File: src/rtl/prog_loader_pkg.sv
// Shared definitions for the boot-time program loader and the CPU core
// (instruction width, frame constants, loader state encoding).
package prog_loader_pkg;

    localparam int          INSTR_W       = 19;
    localparam logic [7:0]  SYNC_BYTE_DEF = 8'hA5;
    localparam logic [7:0]  B2_RSVD_MASK  = 8'hF8;

    typedef enum logic [3:0] {
        S_IDLE,
        S_LEN_LO,
        S_LEN_HI,
        S_B0,
        S_B1,
        S_B2,
        S_WRITE,
        S_CHECK,
        S_DONE,
        S_ERR
    } state_t;

endpackage

File: src/rtl/prog_loader_word_asm.sv
// Byte-lane assembler: latches B0/B1 and forms the 19-bit word from the
// B2 byte currently on the bus, flagging any set reserved bits in B2.
module prog_loader_word_asm
    import prog_loader_pkg::*;
(
    input  logic               clk,
    input  logic               rst,
    input  logic [7:0]         data_i,
    input  logic               cap_b0_i,
    input  logic               cap_b1_i,
    output logic [INSTR_W-1:0] word_o,
    output logic               rsvd_err_o
);

    logic [7:0] b0_q;
    logic [7:0] b1_q;

    always_ff @(posedge clk) begin
        if (!rst) begin
            b0_q <= '0;
            b1_q <= '0;
        end else begin
            if (cap_b0_i) b0_q <= data_i;
            if (cap_b1_i) b1_q <= data_i;
        end
    end

    assign word_o     = {data_i[2:0], b1_q, b0_q};
    assign rsvd_err_o = |(data_i & B2_RSVD_MASK);

endmodule

File: src/rtl/prog_loader.sv
// Boot-time program loader: parses SYNC/LEN/words[/CHK] frames into instruction
// memory and releases the CPU once the image is accepted. Optional checksum byte
// enabled by defining PROG_LOADER_CHECKSUM_EN.
module prog_loader
    import prog_loader_pkg::*;
#(
    parameter int         ADDR_W    = 12,
    parameter logic [7:0] SYNC_BYTE = SYNC_BYTE_DEF
) (
    input  logic               clk,
    input  logic               rst,
    input  logic               rx_valid,
    input  logic [7:0]         rx_byte,
    output logic               rx_ready,
    output logic               imem_we,
    output logic [ADDR_W-1:0]  imem_addr,
    output logic [INSTR_W-1:0] imem_wdata,
    output logic               cpu_run,
    output logic               done,
    output logic               error
);

    localparam logic [16:0] MAX_LEN = 17'd1 << ADDR_W;
`ifdef PROG_LOADER_CHECKSUM_EN
    localparam state_t FIN_STATE = S_CHECK;
`else
    localparam state_t FIN_STATE = S_DONE;
`endif

    state_t              state_q, state_d;
    logic [15:0]         len_q, len_d;
    logic [ADDR_W:0]     idx_q, idx_d;
    logic                imem_we_q;
    logic [ADDR_W-1:0]   imem_addr_q;
    logic [INSTR_W-1:0]  imem_wdata_q;
    logic                cpu_run_q, done_q, error_q;
`ifdef PROG_LOADER_CHECKSUM_EN
    logic [7:0]          chk_q, chk_d;
`endif

    logic                acc;
    logic                wr_word;
    logic [INSTR_W-1:0]  word;
    logic                rsvd_err;
    logic [15:0]         len_full;

    assign acc      = rx_valid && rx_ready;
    assign len_full = {rx_byte, len_q[7:0]};
    assign wr_word  = acc && (state_q == S_B2) && !rsvd_err;

    prog_loader_word_asm u_word_asm (
        .clk        (clk),
        .rst        (rst),
        .data_i     (rx_byte),
        .cap_b0_i   (acc && (state_q == S_B0)),
        .cap_b1_i   (acc && (state_q == S_B1)),
        .word_o     (word),
        .rsvd_err_o (rsvd_err)
    );

    always_comb begin
        state_d  = state_q;
        len_d    = len_q;
        idx_d    = idx_q;
`ifdef PROG_LOADER_CHECKSUM_EN
        chk_d    = chk_q;
`endif
        rx_ready = 1'b0;
        case (state_q)
            S_IDLE, S_LEN_LO, S_LEN_HI, S_B0, S_B1, S_B2, S_CHECK: rx_ready = 1'b1;
            default: rx_ready = 1'b0;
        endcase

        case (state_q)
            S_IDLE: begin
                if (acc && rx_byte == SYNC_BYTE) begin
                    state_d = S_LEN_LO;
`ifdef PROG_LOADER_CHECKSUM_EN
                    chk_d   = '0;
`endif
                end
            end
            S_LEN_LO: begin
                if (acc) begin
                    len_d[7:0] = rx_byte;
                    state_d    = S_LEN_HI;
                end
            end
            S_LEN_HI: begin
                if (acc) begin
                    len_d[15:8] = rx_byte;
                    idx_d       = '0;
                    if ({1'b0, len_full} > MAX_LEN) state_d = S_ERR;
                    else if (len_full == 16'd0)     state_d = FIN_STATE;
                    else                            state_d = S_B0;
                end
            end
            S_B0:    if (acc) state_d = S_B1;
            S_B1:    if (acc) state_d = S_B2;
            S_B2:    if (acc) state_d = rsvd_err ? S_ERR : S_WRITE;
            S_WRITE: begin
                idx_d = idx_q + 1'b1;
                // Index is one bit wider than the address so a full-size image ends cleanly.
                if (17'(idx_q) + 17'd1 == {1'b0, len_q}) state_d = FIN_STATE;
                else                                      state_d = S_B0;
            end
`ifdef PROG_LOADER_CHECKSUM_EN
            S_CHECK: if (acc) state_d = (rx_byte == chk_q) ? S_DONE : S_ERR;
`endif
            default: state_d = state_q;
        endcase

`ifdef PROG_LOADER_CHECKSUM_EN
        if (acc && state_q inside {S_LEN_LO, S_LEN_HI, S_B0, S_B1, S_B2})
            chk_d = chk_d ^ rx_byte;
`endif
    end

    always_ff @(posedge clk) begin
        if (!rst) begin
            state_q      <= S_IDLE;
            len_q        <= '0;
            idx_q        <= '0;
            imem_we_q    <= 1'b0;
            imem_addr_q  <= '0;
            imem_wdata_q <= '0;
            cpu_run_q    <= 1'b0;
            done_q       <= 1'b0;
            error_q      <= 1'b0;
        end else begin
            state_q   <= state_d;
            len_q     <= len_d;
            idx_q     <= idx_d;
            imem_we_q <= wr_word;
            if (wr_word) begin
                imem_addr_q  <= idx_q[ADDR_W-1:0];
                imem_wdata_q <= word;
            end
            cpu_run_q <= (state_d == S_DONE);
            done_q    <= (state_d == S_DONE);
            error_q   <= (state_d == S_ERR);
        end
    end

`ifdef PROG_LOADER_CHECKSUM_EN
    always_ff @(posedge clk) begin
        if (!rst) chk_q <= '0;
        else      chk_q <= chk_d;
    end
`endif

    assign imem_we    = imem_we_q;
    assign imem_addr  = imem_addr_q;
    assign imem_wdata = imem_wdata_q;
    assign cpu_run    = cpu_run_q;
    assign done       = done_q;
    assign error      = error_q;

endmodule
File: config.mk
export PLATFORM = sky130hd
export DESIGN_NAME = prog_loader
export DESIGN_NICKNAME = d
export VERILOG_FILES = /design/src/rtl/prog_loader_pkg.sv /design/src/rtl/prog_loader_word_asm.sv /design/src/rtl/prog_loader.sv
export SDC_FILE = /design/constraint.sdc
export NUM_CORES = 1
export LEC_CHECK = 0
export ABC_CLOCK_PERIOD_IN_PS = 3200
export CAP_MARGIN = 0
export CORE_MARGIN = 1.5
export CORE_UTILIZATION = 40
export CTS_CLUSTER_SIZE = 16
export DETAILED_ROUTE_END_ITERATION = 16
export SYNTH_ARGS = -nofsm -noshare
export SYNTH_HDL_FRONTEND = slang
export SYNTH_HIERARCHICAL = 1
export SYNTH_SLANG_ARGS = --single-unit
File: constraint.sdc
create_clock -name clk -period 3.2 [get_ports clk]
set_clock_uncertainty 0.2 [all_clocks]
set_input_delay 0.64 -clock clk [delete_from_list [all_inputs] [get_ports clk]]
set_output_delay 0.64 -clock clk [all_outputs]
set_load 0.005 [all_outputs]
* Word-level counts from Yosys, hierarchy flattened
Cells that the tools add are included.
** Storage, ports and cells
- Bits in registers :: 83
** Operators by class
- Reduce and logical (&&, ||, !) cells :: 15
- Muxes and demuxes :: 14
- $add $sub $neg :: 2
- Eq/ne operators :: 12
- $lt $le $gt $ge :: 1
** Operator list (count)
- two-way mux 4 bit :: 10
- one-hot mux 4 bit (7 select lines) :: 1
- one-hot mux 13 bit (2 select lines) :: 1
- equality test 14 x 16 -> 1 bit :: 1
- equality test 4 x 3 -> 1 bit (second input constant) :: 4
- > comparator 16 x 13 -> 1 bit (second input constant) :: 1
- zero test 16 bit :: 1
- adder 13 x 1 -> 14 bit (second input constant) :: 1
- adder 13 x 1 -> 13 bit (second input constant) :: 1
- two-way mux 13 bit :: 1
- equality test 4 x 2 -> 1 bit (second input constant) :: 2
- equality test 4 bit (second input constant) :: 2
- equality test 8 bit (second input constant) :: 1
- OR reduction 7 bit :: 1
- logical AND 1 bit :: 6
- AND reduction 2 bit :: 3
- OR reduction 5 bit :: 1
- equality test 4 x 1 -> 1 bit (second input constant) :: 1
- zero test 4 bit :: 1
- != test 2 bit (second input constant) :: 1
- nonzero test 2 bit :: 1
- zero test 1 bit :: 1
- two-way mux 1 bit :: 1

* Longest topological paths before layout
Gate-level depths: netlist of the first run.
- Word-level depth :: 8
- Mapped depth :: 9

* By module
The synthesis of the first run kept the hierarchy.
** Modules (own cells, without submodules)
- prog_loader :: instances 1, cells each 416, sequential area each 1341.3 µm², area each 3424.5 µm²
- prog_loader_word_asm :: instances 1, cells each 57, sequential area each 320.3 µm², area each 643.1 µm²

* Worst setup path after synthesis of the first run
Ideal clock, no wire load.
- Kind :: input port to flip-flop
- Start point :: input rx_byte[5]
- End point :: register done_q, in the netlist done
- Cell stages on the path :: 7
- Data arrival time :: 2.057 ns
- Setup time :: 0.123 ns
- Path slack :: 0.821 ns
- Required time :: 2.877 ns
- Cell sequence :: or4b_1 -> a211oi_1 -> nand3_1 -> o32a_1 -> a2bb2oi_1 -> nand3b_1 -> nor3_1
** Between the ends
- Word-level cells in the longest chain between the ends :: 6
** Ends and longest elaborated chain
- start, declared :: RTL line prog_loader.sv:13 : input logic [7:0] rx_byte,
- parallel branches: the longest is 4 deep, another holds > comparator 16 x 13 -> 1 bit
- one-hot mux 4 bit (7 select lines) * :: RTL line prog_loader.sv:74 : case (state_q)
- equality test 4 bit * :: RTL line prog_loader.sv:140 : done_q <= (state_d == S_DONE);
- end signal, assigned :: RTL line prog_loader.sv:140
- end, declared :: RTL line prog_loader.sv:36 : logic cpu_run_q, done_q, error_q;
Every way passes the cells marked *.
A chain may end at the register's enable or synchronous reset.

* Worst setup path after layout of the first run
- Start point :: register state_q[1]
- End point :: output rx_ready
** Between the ends
- Word-level cells in the longest chain between the ends :: 3
** Ends and longest elaborated chain
- start, declared :: RTL line prog_loader.sv:30 : state_t state_q, state_d;
- start signal, assigned :: RTL line prog_loader.sv:131 : state_q <= state_d;
- equality test 4 x 3 -> 1 bit, or another cell as far along :: RTL line prog_loader.sv:69 : case (state_q)
- OR reduction 7 bit * :: RTL line prog_loader.sv:69
- two-way mux 1 bit * :: RTL line prog_loader.sv:69
- end, declared :: RTL line prog_loader.sv:14 : output logic rx_ready,
Mark *: on every way between the ends. The rest lies on a longest branch, timed or not.

==> parameters.txt, run 1 <==
Parameter                              Value

Placed design
  Placer Congestion    0.891
  Placed Area    4630 um^2
  Detailed-placement wirelength estimate    7020 um
  Number of I/O port buffers    46

Logic synthesis
  Most used flip-flop cell after synthesis    sky130_fd_sc_hd__dfxtp_1
  Post-Syn Nets    485
  Syn Area/Cell    8.60 um^2
  Part of the Yosys area used for sequential elements    40.8%
  Distinct cell type count of the synthesized netlist    58
  Synthesized area    4070 um^2
  Synth warn    6
  Syn Inst Count    473
  Ys async rst share    0%
  Number of enable flip-flop cells after synthesis    0
  Number of storage elements in the synthesis netlist    83

Clocking
  Number of clock sinks    83
  Clock transition at the register clock pins on the worst setup and hold paths after CTS    90 ps
  Clock root buffer    sky130_fd_sc_hd__clkbuf_8
  Clock tree from TritonCTS    done
  Latest clock arrival within the worst-skew pair    roughly 370 ps
  Hold-fix buffer count after cts    0
  CTS-repair resized insts    0
  Number of CTS-inserted buffers    9
  Maximum buffer depth of the clock tree    2
  Number of levels in the clock H-tree    3
  Number of post-CTS setup repair buffers    0

Pwr
  Highest ir drop seen on vdd    roughly 0.00023 V
  PwrDens    about 410 nW/um^2
  Static leakage    around 1.7 nW

Critical path
  Worst setup EP type    output port
  CP Data Required Time    around 2400 ps
  Worst-case register-to-register setup slack    450 ps
  Critical path buffer and inverter count    1
  Category of cells accounting for the largest share of critical-path delay    flip-flops
  Max FO, Critical Path    14
  Critical path class    reg2out
  Category of the worst setup path launch point    flip-flop
  Critical path cell sequence    nor2b_1 > a21oi_1 > clkdlybuf4s50_1
  Longest individual stage delay on the worst path    about 620 ps
  WP data arrival    slightly above 2000 ps
  Master of the slowest instance on the critical path    sky130_fd_sc_hd__dfxtp_1

Floorplan
  Number of core rows    36
  Starting density of the core    41.4%
  Placeable core region    9820 um^2
  Total Die Area    approximately 11000 um^2
  Horizontal extent of the die    104 um
  Top Ports    47
  Chip height    104 um

Routing
  Per-cell routed wire length    between 15 and 20 um
  Number of remaining DRC errors    0
  Avg Vias per Cell    just over 5
  Total number of vias    3369
  Number of routed nets with antenna violations    0
  Initial drt markers    between 150 and 200
  Total wirelength of the detailed-routed design    9920 um
  Iteration count of the initial detailed-routing pass    4

Global route
  Number of global-route vias before repair    3282
  Wire length of the first global-routing pass    16800 um
  Number of antenna violations at the first check in global routing    0
  Maximum number of pins on one net before global-route repair    33
  Overall overflow remaining after global route    0
  Total global-route track usage    19.4%

Finish
  Area of all sequential standard cells    1660 um^2
  Layout cells sized above 1    under 10%
  Layout net count    between 500 and 600
  Fill cell total of the finished layout    1031
  Multi-input logic area    about 2200 um^2
  Count of inserted antenna diode cells    0
  Post-Layout Inst Area    4830 um^2
  Area growth, synth to finish    18.8%
  Post-Route Utilization    between 40% and 50%

Timing
  Max-slew violation count    0
  Number of hold-slack violations in the final timing report    0
  Highest Clock Rate    roughly 350 MHz
  Final period demand of the worst path    around 2900 ps
  Worst hold-check slack    264 ps
  Transition time of the tightest slew-check pin    814 ps
  Worst slew margin relative to its limit    45.5%
  Final period utilization    89.6%
  RSZ-0062 raised after global routing    no
  Total negative slack    0 ps
  Total of endpoints with negative setup slack in the final report    0

Flow run
  Max Cap Viol    0

Status
  Result of the run    finished, final reports clean

Worst hold path
  Class of the tightest hold or removal check    reg2reg
## worst reg2reg max path: stages, from the launching register on
cell and delay (ps):
sky130_fd_sc_hd__dfxtp_1 510, sky130_fd_sc_hd__ha_1 300, sky130_fd_sc_hd__and3_2 270, sky130_fd_sc_hd__and2_4 160, sky130_fd_sc_hd__nand3b_1 80, sky130_fd_sc_hd__a2111o_1 430
sky130_fd_sc_hd__a211oi_2 340, sky130_fd_sc_hd__a21oi_1 140, sky130_fd_sc_hd__nor3b_1 240
## layout by cell type (no fill, tap or decap), types with 2 or more instances in the layout
cell / Yosys / layout
sky130_fd_sc_hd__a21oi_1: 19 / 19
sky130_fd_sc_hd__nand2_1: 86 / 86
sky130_fd_sc_hd__clkbuf_8: 0 / 9
sky130_fd_sc_hd__a21boi_0: 36 / 36
sky130_fd_sc_hd__mux2i_1: 31 / 31
sky130_fd_sc_hd__dfxtp_1: 83 / 83
sky130_fd_sc_hd__buf_4: 7 / 22
sky130_fd_sc_hd__nor3_1: 11 / 11
sky130_fd_sc_hd__o21ai_0: 11 / 11
sky130_fd_sc_hd__nor4_2: 1 / 2
sky130_fd_sc_hd__a211oi_1: 3 / 3
sky130_fd_sc_hd__and3_2: 2 / 2
sky130_fd_sc_hd__xor2_1: 5 / 5
sky130_fd_sc_hd__inv_6: 0 / 3
sky130_fd_sc_hd__nor2_1: 18 / 18
sky130_fd_sc_hd__a31oi_1: 6 / 6
sky130_fd_sc_hd__clkdlybuf4s50_1: 0 / 45
sky130_fd_sc_hd__nand3_1: 11 / 11
sky130_fd_sc_hd__a21o_1: 2 / 2
sky130_fd_sc_hd__and2_1: 6 / 6
sky130_fd_sc_hd__and4_1: 3 / 3
sky130_fd_sc_hd__nor4_1: 6 / 5
sky130_fd_sc_hd__or4_1: 2 / 2
sky130_fd_sc_hd__o211ai_1: 2 / 2
sky130_fd_sc_hd__nand3b_1: 2 / 2
sky130_fd_sc_hd__nor3b_1: 2 / 2
sky130_fd_sc_hd__inv_1: 5 / 5
sky130_fd_sc_hd__nand2b_1: 3 / 3
sky130_fd_sc_hd__xnor2_1: 10 / 10
sky130_fd_sc_hd__and3_1: 3 / 3
sky130_fd_sc_hd__or3_1: 2 / 2
sky130_fd_sc_hd__nor2b_1: 39 / 39
sky130_fd_sc_hd__nand4_1: 5 / 5
## cells by family (layout without fill, tap and decap cells)
| kind of cell | after synthesis | in the layout | synth area share (%) |
|---|---|---|---|
| xor gates and xnor gates | 15 | 15 | 3.23 |
| and+or+nand+nor | 210 | 210 | 26.3 |
| buffers and inverters | 42 | 90 | 6.31 |
| DFF | 83 | 83 | 40.8 |
| AOI/OAI and AO/OA | 91 | 91 | 15.3 |
| muxes | 31 | 31 | 7.63 |
| adders and majority gates | 1 | 1 | 0.308 |
## area by class of cell
type | instances | share of cell area [%]
Clock buffer | 9 | 2.56
Timing Repair Buffer | 68 | 12.8
Tap cell | 133 | 3.44
Inverter | 6 | 0.466
Clock inverter | 7 | 1.66
Sequential cell | 83 | 34.4
Multi-Input combinational cell | 348 | 44.6
## power breakdown
group	leakage, nW	internal, mW	switching, mW
Clock	0.103	0.373	0.430
Sequential	0.669	1.04	0.0137
Combinational	0.880	0.0671	0.0705
## Yosys cell counts, drive strengths merged (4+ instances only)
library cell  count  area share, %
a21oi            19            2.3
mux2i            31            7.6
a211oi            4           0.86
and2              7            1.1
and3              5           0.83
nand2            86            7.9
a21boi           36            6.6
nor4              7            1.2
nor3             11            1.4
xor2              5            1.1
buf              19            4.1
and4              4           0.89
o21ai            11            1.4
nor2b            39            6.0
a31oi             6           0.92
nand3            12            1.6
nand4             5           0.77
nor2             18            1.7
xnor2            10            2.2
clkbuf           16            1.5
inv               5           0.46
dfxtp            83             41
## routing by layer
layer	track usage (%)	wire length, um
met1	26.7	4960
met3	3.90	332
met4	7.94	209
met2	29.5	4430
met5	0	0
## registers in the layout (all words and copies together), names as in the netlist
signal	flops
done	1
error	1
idx_q	13
imem_addr	12
imem_wdata	19
imem_we	1
len_q	16
state_q	4
u_word_asm/b0_q	8
u_word_asm/b1_q	8
## stage by stage
stage | worst slack (ps) | cells | power [mW]
floorplan | 821 | 473 | 1.16
global placement | 156 | 638 | 1.22
detailed placement | 143 | 638 | 1.22
CTS | 322 | 654 | 2.02
global route | 194 | 654 | 2.08
finish | 331 | 654 | 2.00
## final timing paths
kind	from	end	depth (start not counted)
worst max-delay path	state_q[1]	rx_ready	3
worst min register to register	imem_wdata[7]	imem_wdata[7]	2
worst min-delay path	imem_wdata[7]	imem_wdata[7]	2
worst max register to register	idx_q[0]	error	8
No activity file was read; power rests on OpenSTA's default activity.
==> inputs of run 2 (changes only) <==
Settings changed: TNS_END_PERCENT set to 100.
==> results of run 2 <==
Final layout, timing and power as in run 1 (identical DEF).
